## config.mk

```make
export PLATFORM = sky130hd
export DESIGN_NAME = receiver
export DESIGN_NICKNAME = d
export VERILOG_FILES = /design/src/rtl/rx_pkg.sv /design/src/rtl/preamble_detect.sv /design/src/rtl/receiver.sv
export SDC_FILE = /design/constraint.sdc
export NUM_CORES = 1
export LEC_CHECK = 0
export CAP_MARGIN = 40
export CORE_ASPECT_RATIO = 1.2
export CORE_MARGIN = 2
export CORE_UTILIZATION = 65
export DETAILED_ROUTE_END_ITERATION = 10
export PLACE_DENSITY = 0.83
export SETUP_SLACK_MARGIN = 0.5
export SYNTH_ARGS = -nofsm -noshare
export SYNTH_HDL_FRONTEND = slang
export SYNTH_SLANG_ARGS = --single-unit
export TNS_END_PERCENT = 50
```

## constraint.sdc

```tcl
create_clock -name Clock -period 5.5 [get_ports Clock]
set_input_delay 1.1 -clock Clock [delete_from_list [all_inputs] [get_ports Clock]]
set_output_delay 1.1 -clock Clock [all_outputs]
set_load 0.05 [all_outputs]
```

## src/rtl/rx_pkg.sv

```systemverilog
// Shared types and SIGNAL-field helpers for the 802.11a serial receive front end.
// Field positions refer to the 24-bit capture word, where bit 23 is the first bit received.
package rx_pkg;

    localparam int PREAMBLE_MIN = 16;
    localparam int SIG_W        = 24;
    localparam int LEN_W        = 12;

    typedef enum logic [1:0] {
        HUNT   = 2'd0,
        SIGNAL = 2'd1,
        DATA   = 2'd2
    } state_t;

    localparam int RATE_MSB  = 23;
    localparam int RATE_LSB  = 20;
    localparam int R_POS     = 19;
    localparam int LEN_FIRST = 18;  // LENGTH LSB arrives first
    localparam int PAR_POS   = 6;
    localparam int TAIL_MSB  = 5;

    localparam logic [7:0][3:0] VALID_RATES = {
        4'b1101, 4'b1111, 4'b0101, 4'b0111,
        4'b1001, 4'b1011, 4'b0001, 4'b0011
    };

    function automatic logic rate_ok(input logic [3:0] rate);
        logic hit;
        hit = 1'b0;
        for (int i = 0; i < 8; i++)
            if (VALID_RATES[i] == rate) hit = 1'b1;
        return hit;
    endfunction

    function automatic logic [LEN_W-1:0] get_length(input logic [SIG_W-1:0] w);
        logic [LEN_W-1:0] len;
        for (int j = 0; j < LEN_W; j++)
            len[j] = w[LEN_FIRST-j];
        return len;
    endfunction

    // Parity covers RATE, R, LENGTH and the parity bit itself: XOR must be zero.
    function automatic logic sig_ok(input logic [SIG_W-1:0] w);
        return rate_ok(w[RATE_MSB:RATE_LSB]) && !w[R_POS] &&
               !(^w[RATE_MSB:PAR_POS]) && (w[TAIL_MSB:0] == 6'd0) &&
               (get_length(w) != '0);
    endfunction

endpackage

```

## src/rtl/preamble_detect.sv

```systemverilog
// Tracks runs of alternating bits and flags the first repeated bit after a long enough run.
// Counting only happens while enabled; otherwise the run count is held cleared.
module preamble_detect
    import rx_pkg::*;
#(
    parameter int MIN = PREAMBLE_MIN
) (
    input  logic clk,
    input  logic rst_n,
    input  logic en,
    input  logic din,
    output logic brk,
    output logic prev_bit
);
    localparam int CW = $clog2(MIN + 1);

    logic [CW-1:0] alt_cnt;
    logic          same;
    logic          full;

    assign same = (din == prev_bit);
    assign full = (alt_cnt >= CW'(MIN));
    assign brk  = en && same && full;

    always_ff @(posedge clk or negedge rst_n) begin
        if (!rst_n) begin
            prev_bit <= 1'b0;
            alt_cnt  <= '0;
        end else begin
            prev_bit <= din;
            if (!en || brk)
                alt_cnt <= '0;
            else if (!same)
                alt_cnt <= full ? alt_cnt : alt_cnt + 1'b1;
            else
                alt_cnt <= CW'(1);
        end
    end

endmodule

```

## src/rtl/receiver.sv

```systemverilog
// 802.11a serial receive front end: preamble hunt, SIGNAL capture/check, payload forwarding.
// Output and Error are registered; every decision uses the bit sampled on the current edge.
module receiver
    import rx_pkg::*;
(
    input  logic Clock,
    input  logic Reset,
    input  logic Input,
    output logic Output,
    output logic Error
);
    state_t             state;
    logic [SIG_W-2:0]   sr;
    logic [4:0]         bit_cnt;
    logic [LEN_W+2:0]   remaining;
    logic [SIG_W-1:0]   word;
    logic               brk;
    logic               prev_bit;

    assign word = {sr, Input};

    preamble_detect #(.MIN(PREAMBLE_MIN)) u_pre (
        .clk      (Clock),
        .rst_n    (Reset),
        .en       (state == HUNT),
        .din      (Input),
        .brk      (brk),
        .prev_bit (prev_bit)
    );

    always_ff @(posedge Clock or negedge Reset) begin
        if (!Reset) begin
            state     <= HUNT;
            sr        <= '0;
            bit_cnt   <= '0;
            remaining <= '0;
            Output    <= 1'b0;
            Error     <= 1'b0;
        end else begin
            Error  <= 1'b0;
            Output <= (state == DATA) ? Input : 1'b0;
            case (state)
                HUNT: begin
                    // The two equal bits that end the preamble are the first two SIGNAL bits.
                    if (brk) begin
                        state   <= SIGNAL;
                        sr      <= {{(SIG_W-3){1'b0}}, prev_bit, Input};
                        bit_cnt <= 5'd2;
                    end
                end
                SIGNAL: begin
                    sr      <= word[SIG_W-2:0];
                    bit_cnt <= bit_cnt + 5'd1;
                    if (bit_cnt == 5'(SIG_W - 1)) begin
                        if (sig_ok(word)) begin
                            state     <= DATA;
                            remaining <= {get_length(word), 3'b000};
                        end else begin
                            state <= HUNT;
                            Error <= 1'b1;
                        end
                    end
                end
                DATA: begin
                    remaining <= remaining - 1'b1;
                    if (remaining == 15'd1) state <= HUNT;
                end
                default: state <= HUNT;
            endcase
        end
    end

endmodule

```

==> results of run 1 <==
state kept, by name, indices dropped and copies added (netlist names):
| register | count |
|---|---|
| sr | 23 |
| remaining | 15 |
| bit_cnt | 5 |
| u_pre.alt_cnt | 5 |
| state | 2 |
| Error | 1 |
| Output | 1 |
| u_pre.prev_bit | 1 |
power groups by stage:
stage	Sequential [mW]	Combinational (mW)	Clock [mW]
2_1_floorplan	0.561	0.417	0
3_3_place_gp	0.594	0.478	0
3_5_place_dp	0.598	0.496	0
4_1_cts	0.592	0.503	0.315
5_1_grt	0.607	0.552	0.334
6_report	0.593	0.501	0.313
stage by stage:
step | hold slack [ns] | instances | util | cell area, um2 | power [mW]
2_1_floorplan | 0.472 | 252 | - | 2690 | 0.978
3_3_place_gp | 0.509 | 303 | 0.701 | 2760 | 1.07
3_5_place_dp | 0.516 | 303 | 0.701 | 2760 | 1.09
4_1_cts | 0.535 | 311 | 0.736 | 2900 | 1.41
5_1_grt | 0.554 | 311 | 0.736 | 2900 | 1.49
6_report | 0.540 | 311 | 0.736 | 2900 | 1.41
cell families (layout without fill, tap and decap cells):
family | count (synthesis) | count (layout) | share of synthesized area
AO/OA/AOI/OAI | 42 | 42 | 0.116
flip-flops | 53 | 53 | 0.494
buffers and inverters | 18 | 23 | 0.0279
XOR/XNOR | 30 | 30 | 0.0978
multiplexers | 15 | 15 | 0.0578
adder cells (fa/ha/maj) | 11 | 11 | 0.0512
AND/OR/NAND/NOR | 83 | 83 | 0.155
placed cells by master (no fill, tap or decap), drive strengths merged, types with 3 or more instances in the layout:
master,Yosys,final
clkdlybuf4s50,0,3
nor2b,3,3
clkbuf,6,5
xor2,7,7
nor4,10,10
nand3,7,7
nand2,28,28
xnor2,23,23
ha,11,11
mux2i,11,11
a22o,19,19
dfrtp,53,53
inv,9,10
nor2,16,16
buf,3,3
nor3,5,5
o21ai,11,11
mux2,4,4
or2,4,4
a21oi,4,4
cell type report:
cell class,instances,area (um2)
clock buffer,5,68.8
clock inverter,3,68.8
timing repair buffer,6,50.0
multi-input combinational,181,1280
inverter,9,33.8
fill,297,1040
sequential,53,1330
tap,54,67.6
worst max-delay path, delay by kind of cell:
kind                   cells  cell delay, ns
AO/OA/AOI/OAI              1            0.25
multiplexers               1            0.41
buffers and inverters      1            0.49
AND/OR/NAND/NOR            2            1.07
per-layer routing:
layer / routed length [um] / vias to the layer above / global-route usage / share of wire
met3: 133 / 9 / 0.0424 / 0.027
met1: 2230 / 915 / 0.290 / 0.45
li1: - / 886 / - / -
met2: 2540 / 31 / 0.416 / 0.51
met4: 77 / 0 / 0.0914 / 0.015
met5: 0 / - / 0 / 0
final timing paths:
kind	to	slack [ns]	cells past startpoint
setup / recovery	remaining[11]	2.36	5
hold / removal	sr[1]	0.54	2
setup reg to reg	remaining[11]	2.80	8
hold reg to reg	sr[1]	0.54	2
max in group asynchronous	u_pre.prev_bit	4.16	2
min in group asynchronous	u_pre.alt_cnt[2]	0.89	2
==> results.json, run 1 <==
{
  "crit_chain": "clkdlybuf4s50_1 > nor4_1 > o2111ai_1 > nor3_4 > mux2_2",
  "synthMostInstantiatedCell": "dfrtp_1",
  "yosysTopAreaCellShare": 0.494,
  "numCtsBuffers": 5,
  "synth-edff-count": 0,
  "routabilityCongestion": 0.798,
  "die_h_um": 74.4,
  "status": "finished clean",
  "clockPowerShare": 0.223,
  "cts-root-buf": "clkbuf_8",
  "track_usage": 0.234,
  "crit_path_max_incr_delay_ns": 0.75,
  "rsz0062_at_grt": "false",
  "htree_levels": 2,
  "synth_ff_type": "dfrtp_1",
  "diodes": 0,
  "finalCriticalPeriod_ns": 3.14,
  "slowest_stage": "nor3_4",
  "drt_pass1_iterations": 4,
  "ir_drop_mv": 0.510,
  "cp-startpoint": "Input",
  "finalMaxSlewViolations": 0,
  "path_class": "primary input to flop",
  "start_util": 0.682,
  "cp-start-kind": "primary input",
  "ys_ff_latch": 53,
  "tritoncts": "yes",
  "required_ns": 5.70,
  "power_frac_seq": 0.421,
  "powerDensity_nw_per_um2": 486,
  "swShare": 0.366,
  "nNetsFinal": 270,
  "cts_max_path_buffers": 2,
  "portBuffers": 4,
  "dpl_worst_slack_ns": 2.03,
  "row_count": 25,
  "viasPerCell": 5.92,
  "hold_buffers": 0,
  "die_w_um": 62.7,
  "final.period_utilization": 0.570,
  "die-area_um2": 4670,
  "worstPathArrival_ns": 3.33,
  "hold_class": "flop to flop",
  "critPathCaptureType": "flop",
  "tightest_slew_ns": 0.842,
  "antenna_found_initial": 0,
  "final-hold-violation-count": 0,
  "ys_seq_area_frac": 0.494,
  "p_int_mw": 0.893,
  "fin_ws_ns": 2.36,
  "wirelength_mm": 4.98,
  "timing.rr.start": "sr[21]",
  "max_clock_freq_mhz": 319,
  "io_pins": 5,
  "drc_errors": 0,
  "grt_max_degree": 54,
  "hpwl_mm": 3.36,
  "clock_latency_ns": 0.31,
  "crit_fanout": 16,
  "yosysUniqueCellTypes": 34,
  "slew_headroom": 0.437,
  "cap_violations": 0,
  "leakage_nw": 1.25,
  "finalSetupTns_ns": 0,
  "yosys_warnings": 0,
  "synth_cells": 252,
  "wl_per_cell_um": 16.0,
  "path_clk_slew_ns": 0.10,
  "setup_viol": 0,
  "grt.overflow.total": 0,
  "syn2layout_area_growth_pct": 7.96,
  "min-delay-start": "sr[1]",
  "synth_top_area_cell": "dfrtp_1",
  "syn_avg_cell_area_um2": 10.7,
  "p_sw_mw": 0.515,
  "grt_pass1_wl_mm": 8.47,
  "ys_top_cells_by_count": "53 x dfrtp_1, 28 x nand2_1, 23 x xnor2_1, 19 x a22o_1, 16 x nor2_1",
  "pwr-share-comb": 0.356,
  "skew_ns": 0.0108,
  "postRouteAntennaNets": 0,
  "synth_area_um2": 2690,
  "post_cts_resized": 0,
  "synth_area_leaders": "dfrtp_1 49%, xnor2_1 7.5%, a22o_1 6.2%",
  "clock_sinks": 53,
  "cts_setup_buffers": 0,
  "synthesis.nets": 266,
  "drive_above_1_share": 0.0895,
  "grt_pass1_vias": 1887,
  "drt-initial-drc-count": 119,
  "async_flop_share": 1.00,
  "core_um2": 3940,
  "via_count": 1841
}
No activity file was read; power rests on OpenSTA's default activity.
==> run 2: changes to the inputs <==
Settings changed: CORE_UTILIZATION 65 to 61, PLACE_DENSITY 0.83 to 0.78.
Clock period 5.5 ns to 3.22 ns, I/O delays scaled along.
==> run 2 against run 1 <==
Against the previous run: setup slack got worse by 1.5 ns; wire length decreased by 5.2%; cell area decreased by 0.91%; utilization decreased by 6.1 points; clock-buffer cell count increased by 2; worst hold slack got worse by 0.25 ns; combinational power increased by 65%; sequential share of layout area increased by 0.42 points; die area increased by 6.2%; sequential power increased by 70%; largest cell class unchanged.
==> results.json, run 2 (same netlist as run 1, synthesis figures left out) <==
{
  "status": "finished clean",
  "placed_area_um2": 2770,
  "crit_fanout": 13,
  "finalCriticalPeriod_ns": 2.33,
  "cp-startpoint": "sr[21]",
  "grt_max_degree": 32,
  "cts_setup_buffers": 0,
  "nNetsFinal": 271,
  "track_usage": 0.212,
  "grt.overflow.total": 0,
  "largest_register_ff_count": 23,
  "largest_register": "sr",
  "rsz0062_at_grt": "false",
  "drt_pass1_iterations": 4,
  "tightest_slew_ns": 0.541,
  "layout_commonest_cell": "dfrtp_1",
  "ir_drop_mv": 0.424,
  "diodes": 0,
  "antenna_found_initial": 0,
  "slew_headroom": 0.639,
  "path_class": "flop to flop",
  "critPathCaptureType": "flop",
  "core_um2": 4260,
  "final_util": 0.674,
  "timing.rr.start": "sr[21]",
  "hold_buffers": 0,
  "clock_sinks": 53,
  "numCtsBuffers": 5,
  "powerDensity_nw_per_um2": 779,
  "post_cts_resized": 0,
  "wl_per_cell_um": 15.0,
  "hpwl_mm": 3.33,
  "dp.cells": 306,
  "required_ns": 3.41,
  "grt_pass1_vias": 1767,
  "whs_ns": 0.294,
  "wl_met1_mm": 2.22,
  "max_clock_freq_mhz": 428,
  "wl_met2_mm": 2.35,
  "die-area_um2": 4950,
  "path_clk_slew_ns": 0.10,
  "portBuffers": 4,
  "cts-root-buf": "clkbuf_8",
  "cp-start-kind": "flop",
  "postRouteAntennaNets": 0,
  "syn2layout_area_growth_pct": 6.99,
  "worstPathArrival_ns": 2.52,
  "viasPerCell": 5.69,
  "final-hold-violation-count": 0,
  "io_pins": 5,
  "drive_above_1_share": 0.0930,
  "top_layer_used": "met4",
  "leakage_nw": 1.25,
  "drt-initial-drc-count": 121,
  "via_count": 1788,
  "wl_met3_um": 77,
  "die_w_um": 64.6,
  "routabilityCongestion": 0.784,
  "grt_pass1_wl_mm": 8.23,
  "row_count": 26,
  "finalSetupTns_ns": 0,
  "wirelength_mm": 4.72,
  "cts_max_path_buffers": 2,
  "finalMaxSlewViolations": 0,
  "skew_ns": 0.00846,
  "fin_area_um2": 2870,
  "start_util": 0.630,
  "final.period_utilization": 0.725,
  "reg_top3": "sr x23, remaining x15",
  "die_h_um": 76.7,
  "cap_violations": 0,
  "htree_levels": 2,
  "hold_class": "primary input to asynchronous set/reset pin",
  "final_cell_mix": "53 x dfrtp_1, 28 x nand2_1, 23 x xnor2_1",
  "clock_latency_ns": 0.30,
  "tritoncts": "yes",
  "drc_errors": 0,
  "stdcell_count": 314,
  "setup_viol": 0
}
## run 2: routing by layer
metal | GRT usage | up-vias
met4 | 0.0809 | 0
met1 | 0.288 | 878
met2 | 0.343 | 17
met3 | 0.0308 | 7
li1 | - | 886
met5 | 0 | -
## run 2: final cells by class
class                      count  area (um2)
fill                         330        1390
sequential                    53        1330
multi-input combinational    181        1280
clock buffer                   7        96.3
tap                           56        70.1
timing repair buffer           7        57.6
inverter                       9        33.8
clock inverter                 1        5.00
## run 2: path summary, 6_finish.rpt
check	end	slack, ns	depth (start not counted)
setup / recovery	state[1]	0.89	9
hold / removal	u_pre.alt_cnt[4]	0.29	1
max in group asynchronous	sr[7]	2.15	2
setup reg to reg	state[1]	0.89	9
hold reg to reg	remaining[1]	0.54	2
min in group Clock	remaining[1]	0.54	2
## run 2: worst max-delay path, cell delays in order, from the launching register on
cell and delay [ns]:
dfrtp_1 0.42, inv_1 0.10, ha_1 0.32, xor2_1 0.16, xnor2_1 0.19, xnor2_1 0.10
xnor2_1 0.31, nor3_4 0.09, buf_4 0.22, or2_2 0.30
## run 2: report_power, final
| group | internal [mW] | switching (mW) |
|---|---|---|
| sequential | 0.814 | 0.196 |
| combinational | 0.397 | 0.427 |
| clock | 0.195 | 0.209 |
| total | 1.41 | 0.833 |
## run 2: through the flow
stage / setup slack (ns) / power, mW
6_report: 0.886 / 2.24
5_1_grt: 0.727 / 2.39
4_1_cts: 0.874 / 2.26
3_5_place_dp: 0.591 / 1.85
3_3_place_gp: 0.660 / 1.81
2_1_floorplan: 1.13 / 1.67
==> run 3: changes to the inputs <==
Clock period 3.22 ns to 2.2 ns, I/O delays scaled along.
==> run 3 against run 2 <==
Against the previous run: global-route usage rose by 2.8 points; sequential share of layout area shrank 5.0 points; utilization increased by 8.1 points; first-iteration DRC count grew 43%; fmax rose by 6.5%; total power grew 72%.
==> results.json, run 3 (same netlist as run 1, synthesis figures left out) <==
{
  "status": "finished clean",
  "tightest_slew_ns": 0.592,
  "cp-start-kind": "flop",
  "finalCriticalPeriod_ns": 2.19,
  "start_util": 0.630,
  "die_h_um": 76.7,
  "worstPathArrival_ns": 2.39,
  "powerDensity_nw_per_um2": 1200,
  "wl_per_cell_um": 16.8,
  "dpl_worst_slack_ns": -0.197,
  "skew_ns": 0.00696,
  "track_usage": 0.240,
  "crit_fanout": 7,
  "crit_top_cell": "nor4_2",
  "drt_pass1_iterations": 4,
  "final-hold-violation-count": 0,
  "critPathCaptureType": "flop",
  "rsz0062_at_grt": "true",
  "cap_violations": 0,
  "numCtsBuffers": 5,
  "reg_top3": "sr x23, remaining x15",
  "tritoncts": "yes",
  "crit_chain": "inv_2 > buf_6 > ha_4 > nor4_2 > nor4_2 > o2111ai_2 > nor3_4 > buf_12 > mux2_4",
  "required_ns": 2.40,
  "final_cell_mix": "53 x dfrtp_1, 28 x nand2_1, 19 x a22o_1",
  "htree_levels": 2,
  "fin_ws_ns": 0.00748,
  "final.period_utilization": 0.997,
  "ir_drop_mv": 0.888,
  "cts-root-buf": "clkbuf_8",
  "portBuffers": 4,
  "die-area_um2": 4950,
  "setup_viol": 0,
  "clock_latency_ns": 0.31,
  "row_count": 26,
  "clock_sinks": 53,
  "drt-initial-drc-count": 173,
  "antenna_found_initial": 0,
  "via_count": 1926,
  "final_util": 0.755,
  "slew_headroom": 0.606,
  "hold_class": "primary input to asynchronous set/reset pin",
  "whs_ns": 0.120,
  "wirelength_mm": 5.60,
  "leakage_nw": 1.42,
  "hpwl_mm": 3.56,
  "grt.overflow.total": 0,
  "io_pins": 5,
  "cts_max_path_buffers": 2,
  "core_um2": 4260,
  "layout_commonest_cell": "dfrtp_1",
  "drc_errors": 0,
  "grt_pass1_vias": 1896,
  "max_clock_freq_mhz": 456,
  "crit_path_max_incr_delay_ns": 0.41,
  "grt_max_degree": 29,
  "largest_register": "sr",
  "finalSetupTns_ns": 0,
  "syn2layout_area_growth_pct": 19.8,
  "grt_pass1_wl_mm": 9.27,
  "die_w_um": 64.6,
  "largest_register_ff_count": 23,
  "drive_above_1_share": 0.227,
  "path_class": "flop to flop",
  "slowest_stage": "dfrtp_1",
  "dp.cells": 315,
  "finalMaxSlewViolations": 0,
  "nNetsFinal": 291,
  "routabilityCongestion": 0.822,
  "path_clk_slew_ns": 0.10,
  "stdcell_count": 333,
  "viasPerCell": 5.78,
  "diodes": 0,
  "postRouteAntennaNets": 0
}
==> run 3: cell count changes in the layout (fill, tap and decap cells not counted), sizes merged <==
cell | previous run | this run
buf | 4 | 24
dlygate4sd2 | 0 | 2
clkinv | 1 | 0
clkbuf | 7 | 6
dlymetal6s2s | 0 | 1
clkinvlp | 0 | 1
clkdlybuf4s50 | 3 | 0
==> run 3: final timing paths <==
path | endpoint | start | cells past startpoint | slack, ns
min in group Clock | u_pre.prev_bit | Input | 1 | 0.37
worst min-delay path | u_pre.alt_cnt[2] | Reset | 1 | 0.12
worst max register to register | remaining[10] | sr[21] | 9 | 0.007
max in group asynchronous | sr[13] | Reset | 2 | 1.53
worst min register to register | bit_cnt[0] | bit_cnt[0] | 1 | 0.54
worst max-delay path | remaining[10] | sr[21] | 9 | 0.007
==> run 3: routing by layer <==
metal | share of wire | global-route usage | up-vias
met5 | 0 | 0 | -
met3 | 0.022 | 0.0323 | 10
met4 | 0.018 | 0.0809 | 0
met1 | 0.42 | 0.309 | 967
met2 | 0.54 | 0.414 | 25
li1 | - | - | 924
==> run 3: through the flow <==
| stage | cell area (um2) | power (mW) |
|---|---|---|
| global route | 3220 | 4.07 |
| detailed placement | 2880 | 2.83 |
| finish | 3220 | 3.86 |
| floorplan | 2700 | 2.45 |
| CTS | 3080 | 3.52 |
| global placement | 2880 | 2.76 |
==> run 3: area by class of cell <==
cell class	instances	area, um2
fill	284	1040
sequential	53	1330
timing repair buffer	27	260
clock buffer	6	82.6
tap	56	70.1
clock inverter	1	7.51
inverter	9	33.8
multi-input combinational	181	1440
==> run 3: critical path: cells and delay by family, from the launching register on <==
family | cells | cell delay (ns)
fa+ha+maj | 1 | 0.11
simple gates | 3 | 0.65
mux | 1 | 0.30
compound gates | 1 | 0.23
flops | 1 | 0.41
buf+inv | 3 | 0.37
==> run 3: where the power goes <==
part	internal (mW)	leakage, nW	switching (mW)
logic	0.936	0.722	0.850
registers	1.19	0.652	0.312
clock network	0.249	0.0433	0.318
total	2.38	1.42	1.48
==> run 3: timing repair <==
| action | 4_1_cts | 5_1_grt |
|---|---|---|
| hold buffers | 0 | 0 |
| buffers inserted | 7 | 4 |
| gates resized for setup | 10 | 20 |
| pin swaps | 7 | 10 |
| endpoints found under the setup margin | 43 | 39 |
